[src/rtl/beta_pkg.sv]
// Shared encodings for the Beta multiply/divide unit: opcodes driven by decode
// and the iterative unit's FSM states.
package beta_pkg;

    typedef enum logic [1:0] {
        OP_MUL  = 2'b00,
        OP_DIV  = 2'b01,
        OP_MOD  = 2'b10,
        OP_DIVU = 2'b11
    } op_e;

    typedef enum logic [1:0] {
        S_IDLE  = 2'b00,
        S_RUN   = 2'b01,
        S_FIXUP = 2'b10,
        S_DONE  = 2'b11
    } state_e;

    function automatic logic is_signed_op(input op_e o);
        return (o == OP_DIV) || (o == OP_MOD);
    endfunction

endpackage

[src/rtl/muldiv_step.sv]
// One combinational bit-step shared by multiply (shift, add-or-pass) and
// restoring divide (shift, compare, subtract-or-restore).
module muldiv_step #(
    parameter int WIDTH = 32
) (
    input  logic             is_mul,
    input  logic [WIDTH-1:0] acc_i,
    input  logic             bit_i,
    input  logic [WIDTH-1:0] opnd_i,
    output logic [WIDTH-1:0] acc_o,
    output logic             qbit_o
);

    logic [WIDTH:0] trial;

    always_comb begin
        trial  = {acc_i, bit_i};
        acc_o  = trial[WIDTH-1:0];
        qbit_o = 1'b0;
        if (is_mul) begin
            acc_o = {acc_i[WIDTH-2:0], 1'b0} + (bit_i ? opnd_i : '0);
        end else if (trial >= {1'b0, opnd_i}) begin
            // Remainder stays below the divisor, so the true difference fits WIDTH bits.
            acc_o  = trial[WIDTH-1:0] - opnd_i;
            qbit_o = 1'b1;
        end
    end

endmodule

[src/rtl/beta_muldiv.sv]
// Iterative multiply/divide unit for the pipelined Beta: start/busy/done handshake,
// fixed N+2 latency, UNROLL bits retired per RUN cycle.
module beta_muldiv
    import beta_pkg::*;
#(
    parameter int WIDTH  = 32,
    parameter int UNROLL = 1
) (
    input  logic             clk,
    input  logic             reset,
    input  logic             start,
    input  logic             abort,
    input  logic [1:0]       op,
    input  logic [WIDTH-1:0] a,
    input  logic [WIDTH-1:0] b,
    output logic             busy,
    output logic             done,
    output logic [WIDTH-1:0] result,
    output logic             div0,
    output logic             ovf
);

    localparam int N     = WIDTH / UNROLL;
    localparam int CNT_W = $clog2(N + 1);
    localparam logic [WIDTH-1:0] MIN_INT = {1'b1, {(WIDTH-1){1'b0}}};

    if ((WIDTH < 4) || (WIDTH % 2 != 0) || (WIDTH % UNROLL != 0) ||
        !((UNROLL == 1) || (UNROLL == 2) || (UNROLL == 4) || (UNROLL == 8))) begin : g_bad_cfg
        $error("beta_muldiv: illegal WIDTH/UNROLL combination");
    end

    function automatic logic [WIDTH-1:0] magnitude(input logic [WIDTH-1:0] x, input logic neg);
        return neg ? -x : x;
    endfunction

    state_e           state_q, state_d;
    logic [CNT_W-1:0] cnt_q, cnt_d;
    logic             busy_q, done_q, div0_q, ovf_q;
    logic [WIDTH-1:0] result_q;

    op_e              op_q;
    logic [WIDTH-1:0] acc_q, sh_q, opnd_q;
    logic             qneg_q, rneg_q, div0_p_q, ovf_p_q;

    op_e              op_in;
    logic             sgn_in, a_neg, b_neg, div0_in, ovf_in;
    logic             accept, wr_res, is_mul;
    logic [WIDTH-1:0] res_fix;

    assign op_in   = op_e'(op);
    assign sgn_in  = is_signed_op(op_in);
    assign a_neg   = sgn_in & a[WIDTH-1];
    assign b_neg   = sgn_in & b[WIDTH-1];
    assign div0_in = (op_in != OP_MUL) && (b == '0);
    assign ovf_in  = sgn_in && (a == MIN_INT) && (b == '1);
    assign accept  = ((state_q == S_IDLE) || (state_q == S_DONE)) && start && !abort;
    assign wr_res  = (state_q == S_FIXUP) && !abort;
    assign is_mul  = (op_q == OP_MUL);

    // Combinational step chain: UNROLL bits per RUN edge
    logic [WIDTH-1:0]  acc_c [UNROLL+1];
    logic [WIDTH-1:0]  sh_c  [UNROLL+1];
    logic [UNROLL-1:0] q_c;

    assign acc_c[0] = acc_q;
    assign sh_c[0]  = sh_q;

    for (genvar k = 0; k < UNROLL; k++) begin : g_step
        muldiv_step #(.WIDTH(WIDTH)) u_step (
            .is_mul (is_mul),
            .acc_i  (acc_c[k]),
            .bit_i  (sh_c[k][WIDTH-1]),
            .opnd_i (opnd_q),
            .acc_o  (acc_c[k+1]),
            .qbit_o (q_c[k])
        );
        assign sh_c[k+1] = {sh_c[k][WIDTH-2:0], q_c[k]};
    end

    always_comb begin
        state_d = state_q;
        cnt_d   = cnt_q;
        unique case (state_q)
            S_IDLE, S_DONE: begin
                if (start) begin
                    state_d = S_RUN;
                    cnt_d   = CNT_W'(N);
                end else begin
                    state_d = S_IDLE;
                end
            end
            S_RUN: begin
                cnt_d = cnt_q - CNT_W'(1);
                if (cnt_q == CNT_W'(1)) state_d = S_FIXUP;
            end
            S_FIXUP: state_d = S_DONE;
            default: state_d = S_IDLE;
        endcase
        if (abort) state_d = S_IDLE;
    end

    // Sign post-conditioning; a zero divisor forces an all-ones quotient
    always_comb begin
        res_fix = acc_q;
        unique case (op_q)
            OP_DIV:  res_fix = div0_p_q ? '1 : magnitude(sh_q, qneg_q);
            OP_MOD:  res_fix = magnitude(acc_q, rneg_q);
            OP_DIVU: res_fix = div0_p_q ? '1 : sh_q;
            default: res_fix = acc_q;
        endcase
    end

    always_ff @(posedge clk) begin
        if (reset) begin
            state_q  <= S_IDLE;
            cnt_q    <= '0;
            busy_q   <= 1'b0;
            done_q   <= 1'b0;
            result_q <= '0;
            div0_q   <= 1'b0;
            ovf_q    <= 1'b0;
        end else begin
            state_q <= state_d;
            cnt_q   <= cnt_d;
            busy_q  <= (state_d == S_RUN) || (state_d == S_FIXUP);
            done_q  <= (state_d == S_DONE);
            if (wr_res) begin
                result_q <= res_fix;
                div0_q   <= div0_p_q;
                ovf_q    <= ovf_p_q;
            end
        end
    end

    // Operand registers: MUL shifts the multiplier out of sh_q, divides shift the dividend
    always_ff @(posedge clk) begin
        if (accept) begin
            op_q     <= op_in;
            acc_q    <= '0;
            sh_q     <= (op_in == OP_MUL) ? b : magnitude(a, a_neg);
            opnd_q   <= (op_in == OP_MUL) ? a : magnitude(b, b_neg);
            qneg_q   <= a_neg ^ b_neg;
            rneg_q   <= a_neg;
            div0_p_q <= div0_in;
            ovf_p_q  <= ovf_in;
        end else if (state_q == S_RUN) begin
            acc_q <= acc_c[UNROLL];
            sh_q  <= sh_c[UNROLL];
        end
    end

    assign busy   = busy_q;
    assign done   = done_q;
    assign result = result_q;
    assign div0   = div0_q;
    assign ovf    = ovf_q;

endmodule

[config.mk]
export PLATFORM = sky130hd
export DESIGN_NAME = beta_muldiv
export DESIGN_NICKNAME = d
export VERILOG_FILES = /design/src/rtl/beta_pkg.sv /design/src/rtl/muldiv_step.sv /design/src/rtl/beta_muldiv.sv
export SDC_FILE = /design/constraint.sdc
export NUM_CORES = 1
export LEC_CHECK = 0
export CAP_MARGIN = 15
export CELL_PAD_IN_SITES_DETAIL_PLACEMENT = 0
export CELL_PAD_IN_SITES_GLOBAL_PLACEMENT = 1
export CORE_UTILIZATION = 48
export CTS_CLUSTER_SIZE = 28
export DETAILED_ROUTE_END_ITERATION = 16
export PLACE_DENSITY = 0.95
export RECOVER_POWER = 25
export SYNTH_ARGS = -nofsm -noshare
export SYNTH_HDL_FRONTEND = slang
export SYNTH_SLANG_ARGS = --single-unit
[constraint.sdc]
create_clock -name clk -period 6.7 [get_ports clk]
set_input_delay 1.675 -clock clk [delete_from_list [all_inputs] [get_ports clk]]
set_output_delay 1.675 -clock clk [all_outputs]
set_load 0.01 [all_outputs]
==> flow_summary.rst, run 1 <==
.. list-table::
   :header-rows: 1

   * - Metric
     - Value
   * - Result of the run
     - finished, violations left
   * - Violations in the final reports
     - design-rule violations, max-capacitance violations, max-slew violations
   * - Aggregate negative setup slack
     - 0 ns
   * - Number of buffers inserted during clock tree synthesis
     - 17
   * - Internal power contribution
     - ~2 mW
   * - Switching Fraction
     - 0.384
   * - Final Hold Vio Count
     - 0
   * - Final Net Count
     - 1884
   * - Most frequent cells in the layout
     - sky130_fd_sc_hd__nand2_1, sky130_fd_sc_hd__nor2_1, sky130_fd_sc_hd__o21ai_0
   * - Distinct cells, synth
     - 77
   * - Most common cell after layout, fill and taps aside
     - sky130_fd_sc_hd__nand2_1
   * - Register-to-register setup slack
     - roughly 2.3 ns
   * - Endpoint, Worst Hold
     - result[21]
   * - Detailed-router iteration count before antenna repair
     - 13
   * - Endpoint kind of the worst setup timing path
     - flip-flop
   * - Max Cap Viol
     - 1
   * - Number of warnings printed during yosys synthesis
     - 0
   * - Number of routed nets with antenna violations
     - 0
   * - Violation count after the first detailed-routing iteration
     - roughly 1700
   * - Fraction of registers with async set or reset after synthesis
     - 0
   * - Routing usage on met3
     - 0.0443
   * - Non-Filler Cell Area, Final
     - around 0.015 sq mm
   * - Cell family with the largest share of critical-path delay
     - adder cells
   * - Share of the cycle needed by the critical path after routing
     - 0.718
   * - Setup Skew
     - about 0.016 ns
   * - Max Fclk
     - 0.208 GHz
   * - Startpoint of the worst-slack reg-to-reg timing path
     - sh_q[31]
   * - P per Cell Area
     - roughly 220 mW/mm^2
   * - Global-route layer with the greatest usage
     - met2
   * - First-pass GRT wire length
     - ~69 mm
   * - Actual slew at the worst max-slew pin
     - ~2.0 ns
   * - Per-cell routed wire length
     - 21.5 um
   * - Remaining max-slew budget at the tightest pin
     - -0.338
   * - Cell-by-cell trace of the critical path
     - dlygate4sd3_1 -> inv_1 -> ha_1 -> buf_4 -> nor2_1 -> a21oi_1 -> o21ai_0
   * - Pwr Total
     - 3.30 mW
   * - Via count of the first global-routing pass
     - about 12000
   * - Worst skew pair latency
     - 0.45 ns
   * - Area after detailed placement
     - between 0.01 and 0.015 sq mm
   * - Crit path arrival time
     - 4.97 ns
   * - Via total after detailed routing
     - about 13000
   * - Core area
     - 0.0262 sq mm
   * - Stage delay of the slowest cell on the critical path
     - 1.50 ns
   * - Number of endpoints failing setup at the final stage
     - 0
   * - Worst IR Drop VDD
     - roughly 0.16 mV
   * - Global-route track usage on met1
     - 0.448
   * - Cell area after synthesis
     - around 0.013 sq mm
   * - Pleak
     - 5.82 nW
   * - Resized cells post-CTS
     - 0
   * - Reported net switching power
     - around 1.3 mW
   * - Clock slew at the register clock pins of the worst setup and hold paths
     - 0.07 ns
   * - Final Wtd Congestion
     - about 1.0
   * - Required time worst endpoint
     - 6.86 ns
   * - EDFF count, synth
     - 70
   * - Overflow after GRT
     - 0
   * - Count of unresolved DRC violations after routing
     - 3
   * - # diodes
     - 0
   * - Flops & latches, synth
     - 146
   * - IO buf count
     - around 110
   * - Part of the power in combinational logic
     - 0.357
   * - Unrepaired setup endpoints after global routing
     - no
   * - Final Max Slew Viols
     - 64
   * - Worst setup path class
     - input port to flip-flop
   * - Post-CTS Setup Inserts
     - 0
   * - Count of cell instances traversed by the critical path
     - 7
   * - Die height
     - around 170 um
   * - Worst min-delay path class
     - flip-flop to flip-flop
   * - Site Rows
     - 59
   * - Layout overhead on the synthesized area
     - 14.0%
   * - Number of top-level pins
     - 106
   * - Met2 track demand over resource
     - 0.502
   * - DIE WIDTH
     - around 170 um
   * - Part of the total power dissipated in sequential elements
     - 0.345
   * - CP max stage cell
     - sky130_fd_sc_hd__ha_1
   * - Largest fanout of any net on the critical path
     - between 60 and 70
   * - Cell at the root of the clock tree
     - sky130_fd_sc_hd__clkbuf_16
   * - Gate count of the mapped netlist
     - 1694
   * - Clock tree from TritonCTS
     - done
   * - Number of instances on the worst hold path
     - 2
   * - Number of levels in the clock H-tree
     - 4
   * - Synthesized area per cell
     - between 7 and 8 sq um
   * - Shortest period the worst path allows
     - a little under 5 ns
   * - Clk network pwr share
     - 0.299
   * - Clock sink count
     - 146
   * - Ratio of routed vias to standard cells
     - between 6 and 7
   * - Crit path launch type
     - input port
   * - Post-route core utilization
     - 0.562
   * - R2r endpoint
     - acc_q[30]
   * - Sequential element share of the synthesized area
     - 0.280
   * - Share of cells above drive strength 1
     - 0.0383
   * - Initial standard-cell utilization of the core
     - 0.493
   * - GRT Util Overall
     - 0.323
   * - Worst path bufs/invs
     - 3
   * - Worst R2R Path Depth
     - 14
   * - Final Routed Wirelength
     - between 40 and 50 mm
   * - Max Buffers Root-to-Sink
     - 2
   * - Sum of net half-perimeters after detailed placement
     - between 30 and 40 mm
   * - Pin count of the biggest net entering global routing
     - just over 80
   * - Worst min-delay path startpoint
     - result[21]
   * - Synth Flop Type
     - sky130_fd_sc_hd__dfxtp_1
   * - Area of the die
     - between 0.02 and 0.03 sq mm
   * - Number of antenna violations at the first check in global routing
     - 0
   * - Post-synthesis net count
     - between 1500 and 2000
   * - Hold Buf Count CTS
     - 0
## logic make-up (layout without fill, tap and decap cells)
family / after synthesis / after routing / share of synthesized area
AND/OR/NAND/NOR: 545 / 545 / 0.194
AO/OA/AOI/OAI: 576 / 576 / 0.276
buffers and inverters: 168 / 225 / 0.0498
flip-flops: 146 / 146 / 0.280
multiplexers: 16 / 16 / 0.0128
adder cells (fa/ha/maj): 76 / 76 / 0.0747
XOR/XNOR: 167 / 167 / 0.113
## flip-flops by register name, indices dropped and copies added, names as in the netlist
signal,count
acc_q,32
rneg_q,1
qneg_q,1
result,32
ovf_p_q,1
op_q,2
done,1
opnd_q,32
ovf,1
div0,1
div0_p_q,1
state_q,2
cnt_q,6
busy,1
sh_q,32
## layer usage
layer  routed length, um  share of wire
met2               19900           0.45
met4                1710          0.038
met5                   0              0
met3                4220          0.094
met1               18900           0.42
## power by group through the flow
stage	logic [mW]	clock network [mW]	registers [mW]
detailed placement	1.14	0	1.15
CTS	1.15	0.981	1.13
global route	1.29	1.02	1.14
finish	1.18	0.985	1.14
global placement	1.13	0	1.15
floorplan	0.848	0	1.09
## Yosys cell counts (all sizes together) (14+ instances only)
cell    count  area (sq um)
o31ai      32           240
clkbuf     83           312
nor3       28           140
xor2       77           674
nor2      165           619
a211oi     15           113
a21oi     163           816
o21ai     168           841
a21o       36           270
ha         74           926
nand4      20           125
nand3      25           125
nand2b     14          87.6
nand2     199           749
or3        18           118
o221ai     22           193
dfxtp      76          1520
xnor2      90           788
nor2b      14          87.6
o22ai      19           119
nor4       17           121
edfxtp     70          2100
a31oi      24           150
inv        72           270
## worst max-delay path by stage
stage | start | endpoint | slack (ns)
finish | op[0] | sh_q[13] | 1.89
global route | op[0] | sh_q[12] | 1.54
CTS | b[9] | opnd_q[28] | 2.27
detailed placement | b[9] | opnd_q[26] | 1.81
global placement | b[9] | opnd_q[26] | 1.87
floorplan | start | acc_q[12] | 2.55
## final cells by class
cell class | count | area (sq um)
Tap cell | 335 | 419
Timing Repair Buffer | 119 | 1160
Fill cell | 2450 | 11500
Sequential cell | 146 | 3620
Multi-Input combinational cell | 1380 | 8670
Inverter | 74 | 278
Clock buffer | 18 | 429
Clock inverter | 14 | 151
## worst reg2reg max path, stage by stage (launching register included)
cell	delay (ns)
sky130_fd_sc_hd__edfxtp_1	0.48
sky130_fd_sc_hd__inv_1	0.09
sky130_fd_sc_hd__buf_4	0.36
sky130_fd_sc_hd__ha_1	0.26
sky130_fd_sc_hd__inv_1	0.06
sky130_fd_sc_hd__fa_1	0.41
sky130_fd_sc_hd__a21oi_1	0.28
sky130_fd_sc_hd__o211ai_1	0.24
sky130_fd_sc_hd__a2111oi_0	0.53
sky130_fd_sc_hd__o21ai_0	0.31
sky130_fd_sc_hd__a221oi_1	0.52
sky130_fd_sc_hd__o21ai_0	0.22
sky130_fd_sc_hd__a21oi_1	0.22
sky130_fd_sc_hd__xnor2_1	0.08
sky130_fd_sc_hd__o211a_1	0.23
## stage by stage
step                      std cells  setup WS, ns  hold WS [ns]
after floorplan                1694          2.55         0.463
after global placement         2053          1.87         0.428
after detailed placement       2053          1.81         0.433
after CTS                      2085          2.27         0.443
after global routing           2086          1.54         0.472
final                          2086          1.89         0.436
No activity file was read; power rests on OpenSTA's default activity.
==> run 2, diff against run 1 <==
- CORE_UTILIZATION: 48 -> 40
- PLACE_DENSITY: 0.95 -> 0.86
- clock period: 6.7 -> 4.2 ns (I/O delays scaled with it)
==> run 2 against run 1 <==
  * The flow now finishes without violations
  * Die area up 20%
  * Register-to-register slack got worse by 1.9 ns
  * Clock power up 69%
  * Clock skew up 0.0032 ns
  * Critical path type is now flip-flop to flip-flop
  * Critical endpoint is now acc_q[19]
==> flow_summary.rst, run 2 (synthesis gave the netlist of run 1 again) <==
.. list-table::
   :header-rows: 1

   * - Metric
     - Value
   * - Result of the run
     - finished, final reports clean
   * - DIE WIDTH
     - 182 um
   * - Worst setup path class
     - flip-flop to flip-flop
   * - Worst skew pair latency
     - about 0.44 ns
   * - Global-route track usage on met1
     - 0.384
   * - Cell-by-cell trace of the critical path
     - inv_1 -> ha_1 -> o211ai_1 -> o21ai_0 -> a31oi_1 -> or4_1 -> o21ai_1 -> a41o_1 -> buf_4 -> mux2_2 -> o221ai_1 -> a21oi_1
   * - Shortest period the worst path allows
     - roughly 3.8 ns
   * - Max Cap Viol
     - 0
   * - Post-CTS Setup Inserts
     - 0
   * - Part of the total power dissipated in sequential elements
     - 0.321
   * - IO buf count
     - approximately 110
   * - Final Routed Wirelength
     - ~47 mm
   * - Routing usage on met3
     - 0.0419
   * - Pin count of the biggest net entering global routing
     - 76
   * - Final Wtd Congestion
     - around 1.1
   * - Crit path launch type
     - flip-flop
   * - Stage delay of the slowest cell on the critical path
     - 0.51 ns
   * - Initial standard-cell utilization of the core
     - 0.408
   * - Cell at the root of the clock tree
     - sky130_fd_sc_hd__clkbuf_16
   * - Post-route core utilization
     - 0.482
   * - P per Cell Area
     - approximately 360 mW/mm^2
   * - Max Fclk
     - between 0.2 and 0.3 GHz
   * - Global-route layer with the greatest usage
     - met2
   * - Number of routed nets with antenna violations
     - 0
   * - Area after detailed placement
     - 0.0147 sq mm
   * - Actual slew at the worst max-slew pin
     - 1.34 ns
   * - Setup Skew
     - around 0.019 ns
   * - Remaining max-slew budget at the tightest pin
     - 0.110
   * - Clock tree from TritonCTS
     - done
   * - Switching Fraction
     - 0.380
   * - Most frequent cells in the layout
     - sky130_fd_sc_hd__nand2_1, sky130_fd_sc_hd__nor2_1, sky130_fd_sc_hd__o21ai_0
   * - Worst R2R Path Depth
     - 12
   * - Die height
     - roughly 180 um
   * - Required time worst endpoint
     - between 4 and 5 ns
   * - Clock slew at the register clock pins of the worst setup and hold paths
     - 0.07 ns
   * - Final Net Count
     - 1940
   * - Clk network pwr share
     - 0.303
   * - Endpoint kind of the worst setup timing path
     - flip-flop
   * - Aggregate negative setup slack
     - 0 ns
   * - Overflow after GRT
     - 0
   * - Hold Buf Count CTS
     - 0
   * - Share of the cycle needed by the critical path after routing
     - 0.898
   * - Via total after detailed routing
     - between 10000 and 15000
   * - Layout overhead on the synthesized area
     - 18.2%
   * - Core area
     - approximately 0.032 sq mm
   * - Per-cell routed wire length
     - 21.2 um
   * - Ratio of routed vias to standard cells
     - 6.07
   * - Count of unresolved DRC violations after routing
     - 0
   * - Area of the die
     - between 0.03 and 0.04 sq mm
   * - Number of endpoints failing setup at the final stage
     - 0
   * - Largest fanout of any net on the critical path
     - 9
   * - CP max stage cell
     - sky130_fd_sc_hd__or4_1
   * - GRT Util Overall
     - 0.284
   * - Worst min-delay path class
     - flip-flop to flip-flop
   * - Site Rows
     - between 60 and 70
   * - Number of buffers inserted during clock tree synthesis
     - 17
   * - Worst IR Drop VDD
     - between 0.2 and 0.3 mV
   * - Clock sink count
     - between 100 and 150
   * - Final hold slack
     - between 0.4 and 0.5 ns
   * - Most common cell after layout, fill and taps aside
     - sky130_fd_sc_hd__nand2_1
   * - Number of antenna violations at the first check in global routing
     - 0
   * - Violation count after the first detailed-routing iteration
     - about 1600
   * - Non-Filler Cell Area, Final
     - between 0.015 and 0.02 sq mm
   * - Share of cells above drive strength 1
     - 0.0681
   * - Part of the power in combinational logic
     - 0.376
   * - Final Hold Vio Count
     - 0
   * - Detailed-router iteration count before antenna repair
     - 6
   * - Number of levels in the clock H-tree
     - 4
   * - Unrepaired setup endpoints after global routing
     - no
   * - Reported net switching power
     - a little over 2 mW
   * - Number of top-level pins
     - 106
   * - Final Max Slew Viols
     - 0
   * - Pleak
     - around 6.1 nW
   * - Met2 track demand over resource
     - 0.447
   * - First-pass GRT wire length
     - approximately 72 mm
   * - Resized cells post-CTS
     - 0
   * - Internal power contribution
     - ~3.4 mW
   * - Sum of net half-perimeters after detailed placement
     - 36.4 mm
   * - Via count of the first global-routing pass
     - ~13000
   * - Max Buffers Root-to-Sink
     - 2
   * - Number of instances on the worst hold path
     - 2
   * - # diodes
     - 0
   * - Crit path arrival time
     - 4.05 ns
run 2: changes by cell type in the layout (fill, tap and decap cells not counted), sizes merged, moves of 2 or more:
cell and delta:
dlygate4sd3 -2, buf +53, clkinvlp -3, clkbuf +2
clkdlybuf4s50 +2, inv +2
run 2: cell type report:
cell class	count	area (sq um)
Clock buffer	17	425
Clock inverter	15	199
Fill cell	3105	16400
Inverter	74	278
Multi-Input combinational cell	1380	8670
Sequential cell	146	3620
Tap cell	402	503
Timing Repair Buffer	175	1580
run 2: per-stage QoR:
stage	worst slack (ns)	total power, mW	std cells
2_1_floorplan	0.673	3.09	1694
3_5_place_dp	0.0973	3.77	2176
3_3_place_gp	0.199	3.76	2176
5_1_grt	0.210	5.72	2209
6_report	0.428	5.46	2209
4_1_cts	0.505	5.42	2208
run 2: per-layer routing:
metal	share of wire	up-vias
met4	0.046	0
met2	0.44	668
met1	0.44	6270
li1	-	6358
met5	0	-
met3	0.074	109
run 2: final timing paths:
path | from | end | slack, ns
worst max register to register | opnd_q[14] | acc_q[19] | 0.43
worst min register to register | result[24] | result[24] | 0.43
worst min-delay path | result[24] | result[24] | 0.43
worst max-delay path | opnd_q[14] | acc_q[19] | 0.43
run 2: power by group through the flow:
stage / sequential, mW / clock (mW) / combinational, mW
after CTS: 1.74 / 1.66 / 2.01
after detailed placement: 1.78 / 0 / 2.00
after global routing: 1.76 / 1.73 / 2.23
after floorplan: 1.74 / 0 / 1.35
final: 1.75 / 1.66 / 2.05
after global placement: 1.77 / 0 / 1.98
run 2: critical path: cells and delay by family, from the launching register on:
| family | cells | cell delay, ns |
|---|---|---|
| buffers and inverters | 2 | 0.33 |
| adder cells (fa/ha/maj) | 1 | 0.42 |
| AND/OR/NAND/NOR | 1 | 0.51 |
| multiplexers | 1 | 0.35 |
| AO/OA/AOI/OAI | 7 | 1.64 |
| flip-flops | 1 | 0.34 |
